$ cat config.mk
export PLATFORM = sky130hd
export DESIGN_NAME = xix_prefix_sequencer
export DESIGN_NICKNAME = d
export VERILOG_FILES = /design/src/rtl/xix_prefix_sequencer.sv
export SDC_FILE = /design/constraint.sdc
export NUM_CORES = 1
export LEC_CHECK = 0
export CORE_ASPECT_RATIO = 0.75
export CORE_MARGIN = 3
export CORE_UTILIZATION = 55
export CTS_CLUSTER_DIAMETER = 100
export CTS_CLUSTER_SIZE = 24
export DETAILED_ROUTE_END_ITERATION = 10
export DONT_BUFFER_PORTS = 1
export HOLD_SLACK_MARGIN = 0.08
export PLACE_DENSITY_LB_ADDON = 0.2
export SYNTH_ARGS = -nofsm -noshare
export SYNTH_HDL_FRONTEND = slang
export SYNTH_SLANG_ARGS = --single-unit
$ cat constraint.sdc
create_clock -name CLK -period 1.75 [get_ports CLK]
set_input_delay 0.35 -clock CLK [delete_from_list [all_inputs] [get_ports CLK]]
set_output_delay 0.35 -clock CLK [all_outputs]
set_load 0.02 [all_outputs]
$ cat src/rtl/xix_prefix_sequencer.sv
// DD/FD prefix sequencer: captures opcode and displacement bytes, tracks the
// IX/IY prefix flags and the DD CB / FD CB sub-sequence, runs the XPT phase
// counter and drives the decoder enables.
//
// state      | meaning
// -----------+--------------------------------------------------------------
// ST_FETCH   | waiting for an M1 byte; DD/FD set prefix flags, others decode
// ST_EXEC    | executing a plain or DD/FD-prefixed opcode
// ST_X4_DISP | DD CB / FD CB: waiting for the displacement byte
// ST_X4_OP   | DD CB / FD CB: waiting for the final opcode byte
// ST_X4_EXEC | executing a DD CB / FD CB opcode
module xix_prefix_sequencer #(
    parameter int XPT_MAX = 31
) (
    input  logic       CLK,
    input  logic       notReset,
    input  logic [7:0] Dt_in,
    input  logic       fetch_valid,
    input  logic       step,
    input  logic       P2_Set_CM1,
    input  logic       PR_Reset_XPT,
    input  logic       P2_Reset_XIX,
    input  logic       P2_Reset_XIY,
    input  logic       P2_Set_XIX4_0,
    input  logic       P2_Set_XIY4_0,
    output logic [7:0] Source,
    output logic [7:0] notSource,
    output logic [4:0] XPT,
    output logic [4:0] notXPT,
    output logic       is_Y,
    output logic [7:0] Disp,
    output logic       CM1,
    output logic       XIX_enable,
    output logic       Main_enable,
    output logic       XIX4_enable
);

    localparam logic [4:0] XPT_SAT   = XPT_MAX[4:0];
    localparam logic [7:0] PREFIX_DD = 8'hDD;
    localparam logic [7:0] PREFIX_FD = 8'hFD;

    typedef enum logic [2:0] {
        ST_FETCH   = 3'd0,
        ST_EXEC    = 3'd1,
        ST_X4_DISP = 3'd2,
        ST_X4_OP   = 3'd3,
        ST_X4_EXEC = 3'd4
    } state_t;

    state_t     state, nxt_state;
    logic       xix, xiy, nxt_xix, nxt_xiy;
    logic [7:0] nxt_source, nxt_disp;
    logic [4:0] nxt_xpt;

    assign is_Y = xiy;

    // Next-state, flag, byte-latch and phase-counter computation.
    always_comb begin
        nxt_state  = state;
        nxt_xix    = xix;
        nxt_xiy    = xiy;
        nxt_source = Source;
        nxt_disp   = Disp;

        if (PR_Reset_XPT) begin
            nxt_xpt = 5'd0;
        end else if (step && (XPT < XPT_SAT)) begin
            nxt_xpt = XPT + 5'd1;
        end else begin
            nxt_xpt = XPT;
        end

        case (state)
            ST_FETCH: begin
                if (fetch_valid) begin
                    if (Dt_in == PREFIX_DD) begin
                        nxt_xix = 1'b1;
                        nxt_xiy = 1'b0;
                    end else if (Dt_in == PREFIX_FD) begin
                        nxt_xix = 1'b0;
                        nxt_xiy = 1'b1;
                    end else begin
                        nxt_source = Dt_in;
                        nxt_xpt    = 5'd0;
                        nxt_state  = ST_EXEC;
                    end
                end
            end
            ST_EXEC: begin
                // End-of-instruction outranks entry into the CB sub-sequence.
                if (P2_Set_CM1) begin
                    nxt_state = ST_FETCH;
                end else if (P2_Set_XIX4_0) begin
                    nxt_state = ST_X4_DISP;
                    nxt_xpt   = 5'd0;
                    nxt_xix   = 1'b1;
                    nxt_xiy   = 1'b0;
                end else if (P2_Set_XIY4_0) begin
                    nxt_state = ST_X4_DISP;
                    nxt_xpt   = 5'd0;
                    nxt_xix   = 1'b0;
                    nxt_xiy   = 1'b1;
                end
            end
            ST_X4_DISP: begin
                if (fetch_valid) begin
                    nxt_disp  = Dt_in;
                    nxt_state = ST_X4_OP;
                end
            end
            ST_X4_OP: begin
                if (fetch_valid) begin
                    nxt_source = Dt_in;
                    nxt_xpt    = 5'd0;
                    nxt_state  = ST_X4_EXEC;
                end
            end
            ST_X4_EXEC: begin
                if (P2_Set_CM1) begin
                    nxt_state = ST_FETCH;
                end
            end
            default: begin
                nxt_state = ST_FETCH;
            end
        endcase

        // Decoder flag clears act in every state and have the final say.
        if (P2_Reset_XIX) begin
            nxt_xix = 1'b0;
        end
        if (P2_Reset_XIY) begin
            nxt_xiy = 1'b0;
        end
    end

    // State, flags and all outputs registered from the next-state values so
    // enables and inverted buses line up with the state they describe.
    always_ff @(posedge CLK or negedge notReset) begin
        if (!notReset) begin
            state       <= ST_FETCH;
            xix         <= 1'b0;
            xiy         <= 1'b0;
            Source      <= 8'h00;
            notSource   <= 8'hFF;
            XPT         <= 5'd0;
            notXPT      <= 5'h1F;
            Disp        <= 8'h00;
            CM1         <= 1'b1;
            XIX_enable  <= 1'b0;
            Main_enable <= 1'b0;
            XIX4_enable <= 1'b0;
        end else begin
            state       <= nxt_state;
            xix         <= nxt_xix;
            xiy         <= nxt_xiy;
            Source      <= nxt_source;
            notSource   <= ~nxt_source;
            XPT         <= nxt_xpt;
            notXPT      <= ~nxt_xpt;
            Disp        <= nxt_disp;
            CM1         <= (nxt_state == ST_FETCH) || (nxt_state == ST_X4_DISP);
            XIX_enable  <= (nxt_state == ST_EXEC) && (nxt_xix || nxt_xiy);
            Main_enable <= (nxt_state == ST_EXEC) && !(nxt_xix || nxt_xiy);
            XIX4_enable <= (nxt_state == ST_X4_EXEC);
        end
    end

endmodule

Yosys cells after proc, flatten, opt, wreduce, memory -nomap -nowiden
Index checks and enable logic that the tools add are counted.
{"block": "totals", "regBits": 43, "in_bits": 18, "out_inout_bits": 39}
{"block": "classes", "add_sub_neg": 1, "n_lt_le_gt_ge": 1, "eq_ne": 9, "mux": 41, "n_bitwise": 2, "n_reduce_logical": 9}
{"cell": "5-bit two-way mux", "count": 9}
{"cell": "8-bit two-way mux", "count": 4}
{"cell": "3-bit two-way mux", "count": 9}
{"cell": "8-bit equality test, second input constant", "count": 2}
{"cell": "8-bit case mux with 2 select lines", "count": 1}
{"cell": "3-bit case mux with 5 select lines", "count": 1}
{"cell": "5-bit case mux with 3 select lines", "count": 1}
{"cell": "1-bit two-way mux", "count": 14}
{"cell": "3-bit by 2-bit equality test with 1-bit output, second input constant", "count": 3}
{"cell": "8-bit NOT", "count": 1}
{"cell": "3-bit by 1-bit equality test with 1-bit output, second input constant", "count": 2}
{"cell": "3-bit equality test, second input constant", "count": 2}
{"cell": "3-bit logical NOT", "count": 2}
{"cell": "5-bit by 1-bit adder with 5-bit output, second input constant", "count": 1}
{"cell": "5-bit < comparator, second input constant", "count": 1}
{"cell": "5-bit NOT", "count": 1}
{"cell": "1-bit case mux with 2 select lines", "count": 2}
{"cell": "1-bit logical AND", "count": 3}
{"cell": "1-bit logical OR", "count": 2}
{"cell": "2-bit AND reduction", "count": 1}
{"cell": "1-bit logical NOT", "count": 1}

Longest topological paths before layout
Gate-level depths: netlist of the first run.
{"block": "logic_depth", "depth_word": 9, "mapped_depth": 6}

Worst setup path before layout of the first run
Ideal clock, no wire load.
{"block": "synth_timing", "kind": "register to register", "startpoint": "register state[2]", "endpoint": "register Disp[0]", "setup_time_ns": 0.125, "arrival_time_ns": 1.403, "t_required_ns": 1.625, "path_slack_ns": 0.222, "stages_incl_launch_ff": 6, "synth_period_minus_slack_ns": 1.528, "path_cell_list": "dfrtp_1 > clkbuf_1 > nor2b_1 > nand2_1 > nor2_2 > mux2_2"}
{"block": "synth_via", "elab_chain_cells": 2}
{"element": "start: declaration", "line": "50", "rtl": "state_t state, nxt_state;"}
{"element": "start signal: assignment", "line": "154", "rtl": "state <= nxt_state;"}
{"element": "3-bit by 2-bit equality test with 1-bit output", "line": "73", "rtl": "case (state)"}
{"element": "2-bit AND reduction (no line)"}
{"element": "end signal: assignment", "line": "161", "rtl": "Disp <= nxt_disp;"}
{"element": "end: declaration", "line": "31", "rtl": "output logic [7:0] Disp,"}
No other way between the ends.
A chain may end at the register's enable or synchronous reset.

Final worst setup path of the first run
{"block": "layout_timing", "startpoint": "register state[0]", "endpoint": "register notXPT[1]"}
{"block": "layout_via", "elab_chain_cells": 3, "elab_cells_between_ends": 5, "cone_classes": "2 x eq/ne; 1 x mux; 1 x bitwise; 1 x reduce/logical"}
{"element": "3-bit by 2-bit equality test with 1-bit output (tied with other cells)", "line": "73"}
{"element": "5-bit case mux with 3 select lines (*)", "line": "73"}
{"element": "5-bit NOT (*)", "line": "160", "rtl": "notXPT <= ~nxt_xpt;"}
{"element": "end signal: assignment", "line": "160"}
{"element": "end: declaration", "line": "29", "rtl": "output logic [4:0] notXPT,"}
Mark *: on every way between the ends. The rest lies on a longest branch, timed or not.

==> results of run 1 <==
==> stage by stage <==
step                      instance area [µm²]  power, mW  cells  utilization, %
after global routing                     2080       3.98    208            66.9
final                                    2080       3.73    208            66.9
after global placement                   1950       3.05    198            62.7
after detailed placement                 1950       3.10    198            62.7
after floorplan                          1880       2.87    158               -
after CTS                                2070       3.76    208            66.6
==> logic make-up (layout without fill, tap and decap cells) <==
family / Yosys count / in the layout / share of synthesized area (%)
XOR/XNOR: 4 / 4 / 1.87
AO/OA/AOI/OAI: 34 / 34 / 14.2
AND/OR/NAND/NOR: 54 / 54 / 14.6
buffers and inverters: 9 / 21 / 2.80
adder cells (fa/ha/maj): 1 / 1 / 0.666
flip-flops: 43 / 43 / 58.2
multiplexers: 13 / 13 / 7.66
==> cell usage after synthesis (2+ instances only) <==
master | n | area share, %
a211o_1 | 2 | 0.93
nand3_1 | 6 | 1.6
o41ai_1 | 2 | 0.93
dfstp_2 | 14 | 20
buf_2 | 3 | 0.80
mux2i_1 | 2 | 1.1
and3_1 | 2 | 0.67
mux2_2 | 11 | 6.6
nor2b_1 | 2 | 0.67
nand2_1 | 17 | 3.4
a21oi_1 | 2 | 0.53
xnor2_1 | 2 | 0.93
nand2b_1 | 3 | 1.0
xor2_1 | 2 | 0.93
o22ai_1 | 7 | 2.3
nand3b_1 | 2 | 0.80
o22a_1 | 5 | 2.3
inv_1 | 2 | 0.40
o21ai_0 | 5 | 1.3
dfrtp_1 | 29 | 39
nor2_1 | 9 | 1.8
nor3_1 | 3 | 0.80
buf_4 | 2 | 0.80
o21a_1 | 2 | 0.80
==> layout by cell type, fill, tap and decap left out, types with 2 or more instances in the layout <==
| master | netlist | layout |
|---|---|---|
| nor2b_1 | 2 | 2 |
| o22ai_1 | 7 | 7 |
| buf_4 | 2 | 9 |
| xor2_1 | 2 | 2 |
| nand2b_1 | 3 | 3 |
| dfstp_2 | 14 | 14 |
| mux2i_1 | 2 | 2 |
| nand3b_1 | 2 | 2 |
| nor3_1 | 3 | 2 |
| clkbuf_8 | 0 | 6 |
| mux2_2 | 11 | 11 |
| nand2_1 | 17 | 17 |
| nand3_1 | 6 | 6 |
| inv_1 | 2 | 2 |
| o21a_1 | 2 | 2 |
| and3_1 | 2 | 2 |
| o41ai_1 | 2 | 2 |
| o22a_1 | 5 | 5 |
| o21ai_0 | 5 | 4 |
| a211o_1 | 2 | 2 |
| xnor2_1 | 2 | 2 |
| nor2_1 | 9 | 9 |
| dfrtp_1 | 29 | 29 |
==> final timing paths <==
| kind | end | from | cells after the start |
|---|---|---|---|
| min in group asynchronous | Disp[3] | notReset | 2 |
| worst min register to register | notSource[5] | Source[5] | 1 |
| worst max register to register | notXPT[1] | state[0] | 5 |
| max in group asynchronous | CM1 | notReset | 2 |
| worst max-delay path | notXPT[1] | state[0] | 5 |
| worst min-delay path | notSource[4] | Dt_in[4] | 1 |
==> metal layers <==
metal | vias up | track usage (%) | part of all wire [%]
met4 | 0 | 9.04 | 1.7
met5 | - | 0 | 0
li1 | 592 | - | -
met3 | 6 | 7.69 | 9.1
met1 | 612 | 23.1 | 43
met2 | 48 | 29.7 | 46
==> timing repair <==
action / in CTS / in global routing
hold endpoints to repair: 43 / 0
resized for setup: 0 / 3
endpoints found under the setup margin: 0 / 6
hold buffers: 2 / 0
==> power by group <==
part	total [mW]	internal (mW)	switching [mW]
clock	0.627	0.318	0.309
combinational	0.964	0.507	0.457
sequential	2.14	1.44	0.697
==> sequential cells by signal, indices dropped and copies added, names as in the netlist <==
name and flops:
Disp 8, Source 8, notSource 8, XPT 5
notXPT 5, state 3, CM1 1, Main_enable 1
XIX4_enable 1, XIX_enable 1, is_Y 1, xix 1
==> critical path: cells and delay by family (launching register included) <==
kind | cells | cell delay (ns)
simple gates | 3 | 0.66
flops | 1 | 0.57
compound gates | 2 | 0.32
==> area by class of cell <==
type | count | area, µm²
Clock inverter | 1 | 5.00
Fill cell | 241 | 1030
Inverter | 2 | 7.51
Multi-Input combinational cell | 106 | 741
Sequential cell | 43 | 1090
Tap cell | 38 | 47.5
Timing Repair Buffer | 11 | 97.6
Clock buffer | 7 | 86.3
==> results.json, run 1 <==
{
  "clock_latency_ns": 0.29,
  "maxCapViolations": 0,
  "final.setup.tns_ns": 0,
  "post_cts_buffers": 0,
  "drv_slew": 0,
  "antenna_found_initial": 0,
  "crit_path_end_kind": "flip-flop",
  "worstPathArrival_ns": 1.83,
  "rsz0062_at_grt": "false",
  "die_area_um2": 4160,
  "power_density_nw_per_um2": 1800,
  "status": "completed",
  "fin_skew_ns": 0.00494,
  "gr-total-overflow": 0,
  "nets": 188,
  "synth_warnings": 0,
  "place_congestion": 0.846,
  "grt_use_total_pct": 19.2,
  "drt-initial-drc-count": 63,
  "clk_pin_slew_ns": 0.08,
  "slowest_delay_ns": 0.57,
  "required_ns": 1.96,
  "max_freq_ghz": 0.617,
  "syn_nets": 177,
  "reg2reg_slack_ns": 0.13,
  "setup_viol": 0,
  "clock_sinks": 43,
  "crit_type": "reg -> reg",
  "finalWirelength_mm": 3.58,
  "ys_ff_latch": 43,
  "synthCells": 158,
  "wl_per_cell_um": 17.2,
  "grt_max_degree": 44,
  "io_pins": 57,
  "drt_pass1_iterations": 4,
  "dpl_worst_slack_ns": 0.107,
  "critical-path-slowest-cell": "dfrtp_1",
  "h-tree-depth": 2,
  "start_util_pct": 60.5,
  "grt_pass1_vias": 1289,
  "whs_ns": 0.104,
  "ys.flop_type": "dfrtp_1",
  "avgSynthCellArea_um2": 11.9,
  "synthArstFlopShare_pct": 100,
  "finalCritPeriodShare_pct": 92.7,
  "ys_seq_area_share_pct": 58.2,
  "vias": 1258,
  "viasPerCell": 6.05,
  "row_count": 17,
  "netlist_area_um2": 1880,
  "root_buffer": "clkbuf_8",
  "ys_types": 46,
  "clockBufferDepth": 2,
  "fp.dieH_um": 56.6,
  "port_buffers": 0,
  "syn2layout_area_growth_pct": 10.7,
  "n_antenna_cell": 0,
  "fin_crit_ns": 1.62,
  "cts_buffers": 5,
  "ir_worst_vdd_v": 0.00101,
  "cp_max_fo": 11,
  "path_cells": "nor2b_1 -> o21ai_0 -> and3_1 -> a21o_2 -> or2_1",
  "ant_nets": 0,
  "worst_slack_ns": 0.129,
  "finalHoldViolations": 0,
  "synth_edf_count": 0,
  "drive_gt1_share_pct": 30.0,
  "core_area_um2": 3110,
  "power.leakage_nw": 0.862,
  "die_w_um": 73.5,
  "grt_pass1_wl_mm": 6.10,
  "cts_tree": "built",
  "worst_pin_slew_ns": 0.390,
  "hold_path_class": "in -> reg",
  "max_slew_margin_pct": 74.0,
  "dp_hpwl_mm": 2.65,
  "cp-start-kind": "flip-flop",
  "drc": 0
}
No activity file was read; power rests on OpenSTA's default activity.
==> inputs of run 2 (changes only) <==
Settings changed: ABC_CLOCK_PERIOD_IN_PS set to 1750, CELL_PAD_IN_SITES_DETAIL_PLACEMENT set to 0, CELL_PAD_IN_SITES_GLOBAL_PLACEMENT set to 2, CORE_UTILIZATION 55 to 39, TNS_END_PERCENT set to 20.
==> run 2 against run 1 <==
Effect of this change:
- via count increased by 2.7%
- largest power group unchanged
- final cell count increased by 11%
- largest cell class unchanged
- sequential power about the same
- routed wire length increased by 17%
- combinational power increased by 2.1%
- non-clock buffer count increased by 4
- core utilization decreased by 20 points
- critical path depth decreased by 2
- global-route usage decreased by 3.3 points
- total power increased by 1.1%
- sequential share of layout area decreased by 1.2 points
- setup slack improved by 0.057 ns
==> results.json, run 2 (synthesized netlist as in run 1, its figures left out) <==
{
  "top_regs": "Disp (8), Source (8), notSource (8)",
  "final_cell_count_no_fill": 231,
  "gr-total-overflow": 0,
  "max_slew_margin_pct": 70.8,
  "required_ns": 1.92,
  "routed-wl-met2_mm": 1.88,
  "crit_type": "reg -> reg",
  "dpl.cell_count": 219,
  "wl_per_cell_um": 18.1,
  "grt_max_degree": 44,
  "crit_path_end_kind": "flip-flop",
  "regArea_um2": 1100,
  "die_area_um2": 5690,
  "whs_ns": 0.100,
  "rsz0062_at_grt": "false",
  "drt-initial-drc-count": 108,
  "layout_commonest_cell": "dfrtp_1",
  "dp_hpwl_mm": 3.01,
  "die_w_um": 86.1,
  "ir_worst_vdd_v": 0.000789,
  "drv_slew": 0,
  "place_congestion": 0.751,
  "finalWirelength_mm": 4.19,
  "drive_gt1_share_pct": 31.0,
  "nFillCells": 427,
  "status": "completed",
  "power.leakage_nw": 0.874,
  "clock_sinks": 43,
  "drc": 0,
  "mostFrequentLayoutCells": "27 x dfrtp_1, 17 x nand2_1, 14 x dfstp_2, 11 x mux2_2, 11 x buf_4",
  "io_pins": 57,
  "fp.dieH_um": 66.1,
  "setup_viol": 0,
  "wl_met1_mm": 1.90,
  "dr_wl_met3_um": 357,
  "drt_pass1_iterations": 4,
  "cts_tree": "built",
  "cp-start-kind": "flip-flop",
  "n_antenna_cell": 0,
  "vias": 1292,
  "cp_max_fo": 7,
  "root_buffer": "clkbuf_8",
  "maxCapViolations": 0,
  "finalCritPeriodShare_pct": 89.4,
  "power_density_nw_per_um2": 1770,
  "finalHoldViolations": 0,
  "multi_input_area_um2": 736,
  "hold_path_class": "in -> reg",
  "fin_crit_ns": 1.56,
  "grt_pass1_wl_mm": 6.88,
  "design_area_um2": 2130,
  "worstPathArrival_ns": 1.74,
  "core_area_um2": 4550,
  "post_cts_buffers": 0,
  "fin_skew_ns": 0.0131,
  "topRoutingLayerUsed": "met4",
  "final.setup.tns_ns": 0,
  "viasPerCell": 5.59,
  "antenna_found_initial": 0,
  "ant_nets": 0,
  "syn2layout_area_growth_pct": 13.4,
  "max_freq_ghz": 0.639,
  "clk_pin_slew_ns": 0.08,
  "grt_pass1_vias": 1310,
  "postLayoutCoreUtil_pct": 46.8,
  "h-tree-depth": 2,
  "nets": 192,
  "grt_use_total_pct": 15.9,
  "row_count": 21,
  "place_area_um2": 1990,
  "cts_buffers": 5,
  "start_util_pct": 41.3,
  "clockBufferDepth": 2,
  "port_buffers": 0,
  "worst_pin_slew_ns": 0.432,
  "clock_latency_ns": 0.30
}
[run 2: cell type report]
class	instances	share of cell area, %
Timing Repair Buffer	15	6.23
Clock buffer	6	3.41
Clock inverter	2	0.646
Tap cell	57	3.35
Multi-Input combinational cell	106	34.5
Inverter	2	0.353
Sequential cell	43	51.5
[run 2: metal layers]
layer	track usage, %	up-vias
li1	-	599
met1	21.3	649
met2	22.8	38
met3	6.48	6
met4	5.93	0
met5	0	-
[run 2: final timing paths]
check / start / cells past startpoint / slack (ns) / endpoint
max reg2reg: state[2] / 3 / 0.19 / Source[1]
max: state[2] / 3 / 0.19 / Source[1]
max in group asynchronous: notReset / 2 / 0.93 / notSource[7]
min in group asynchronous: notReset / 2 / 0.54 / is_Y
min reg2reg: Source[1] / 1 / 0.61 / notSource[1]
min: Dt_in[2] / 1 / 0.10 / notSource[2]
[run 2: report_power, final]
part	switching, mW	internal [mW]
Clock	0.336	0.282
Combinational	0.462	0.523
Sequential	0.723	1.45
Total	1.52	2.25
[run 2: through the flow]
step / total power [mW] / setup slack [ns]
final: 3.77 / 0.186
after global routing: 4.02 / 0.0872
after CTS: 3.80 / 0.0685
after detailed placement: 3.15 / 0.102
after global placement: 3.11 / 0.128
after floorplan: 2.87 / 0.222
[run 2: critical path, stage by stage, from the launching register on]
cell and delay (ns):
dfrtp_1 0.44, nor2b_1 0.25, a21boi_2 0.39, mux2_2 0.38
[run 2: what timing repair did]
action,CTS,global route
hold endpoints to repair,43,2
hold buffers,2,2
resized for setup,0,4
endpoints found under the setup margin,0,10
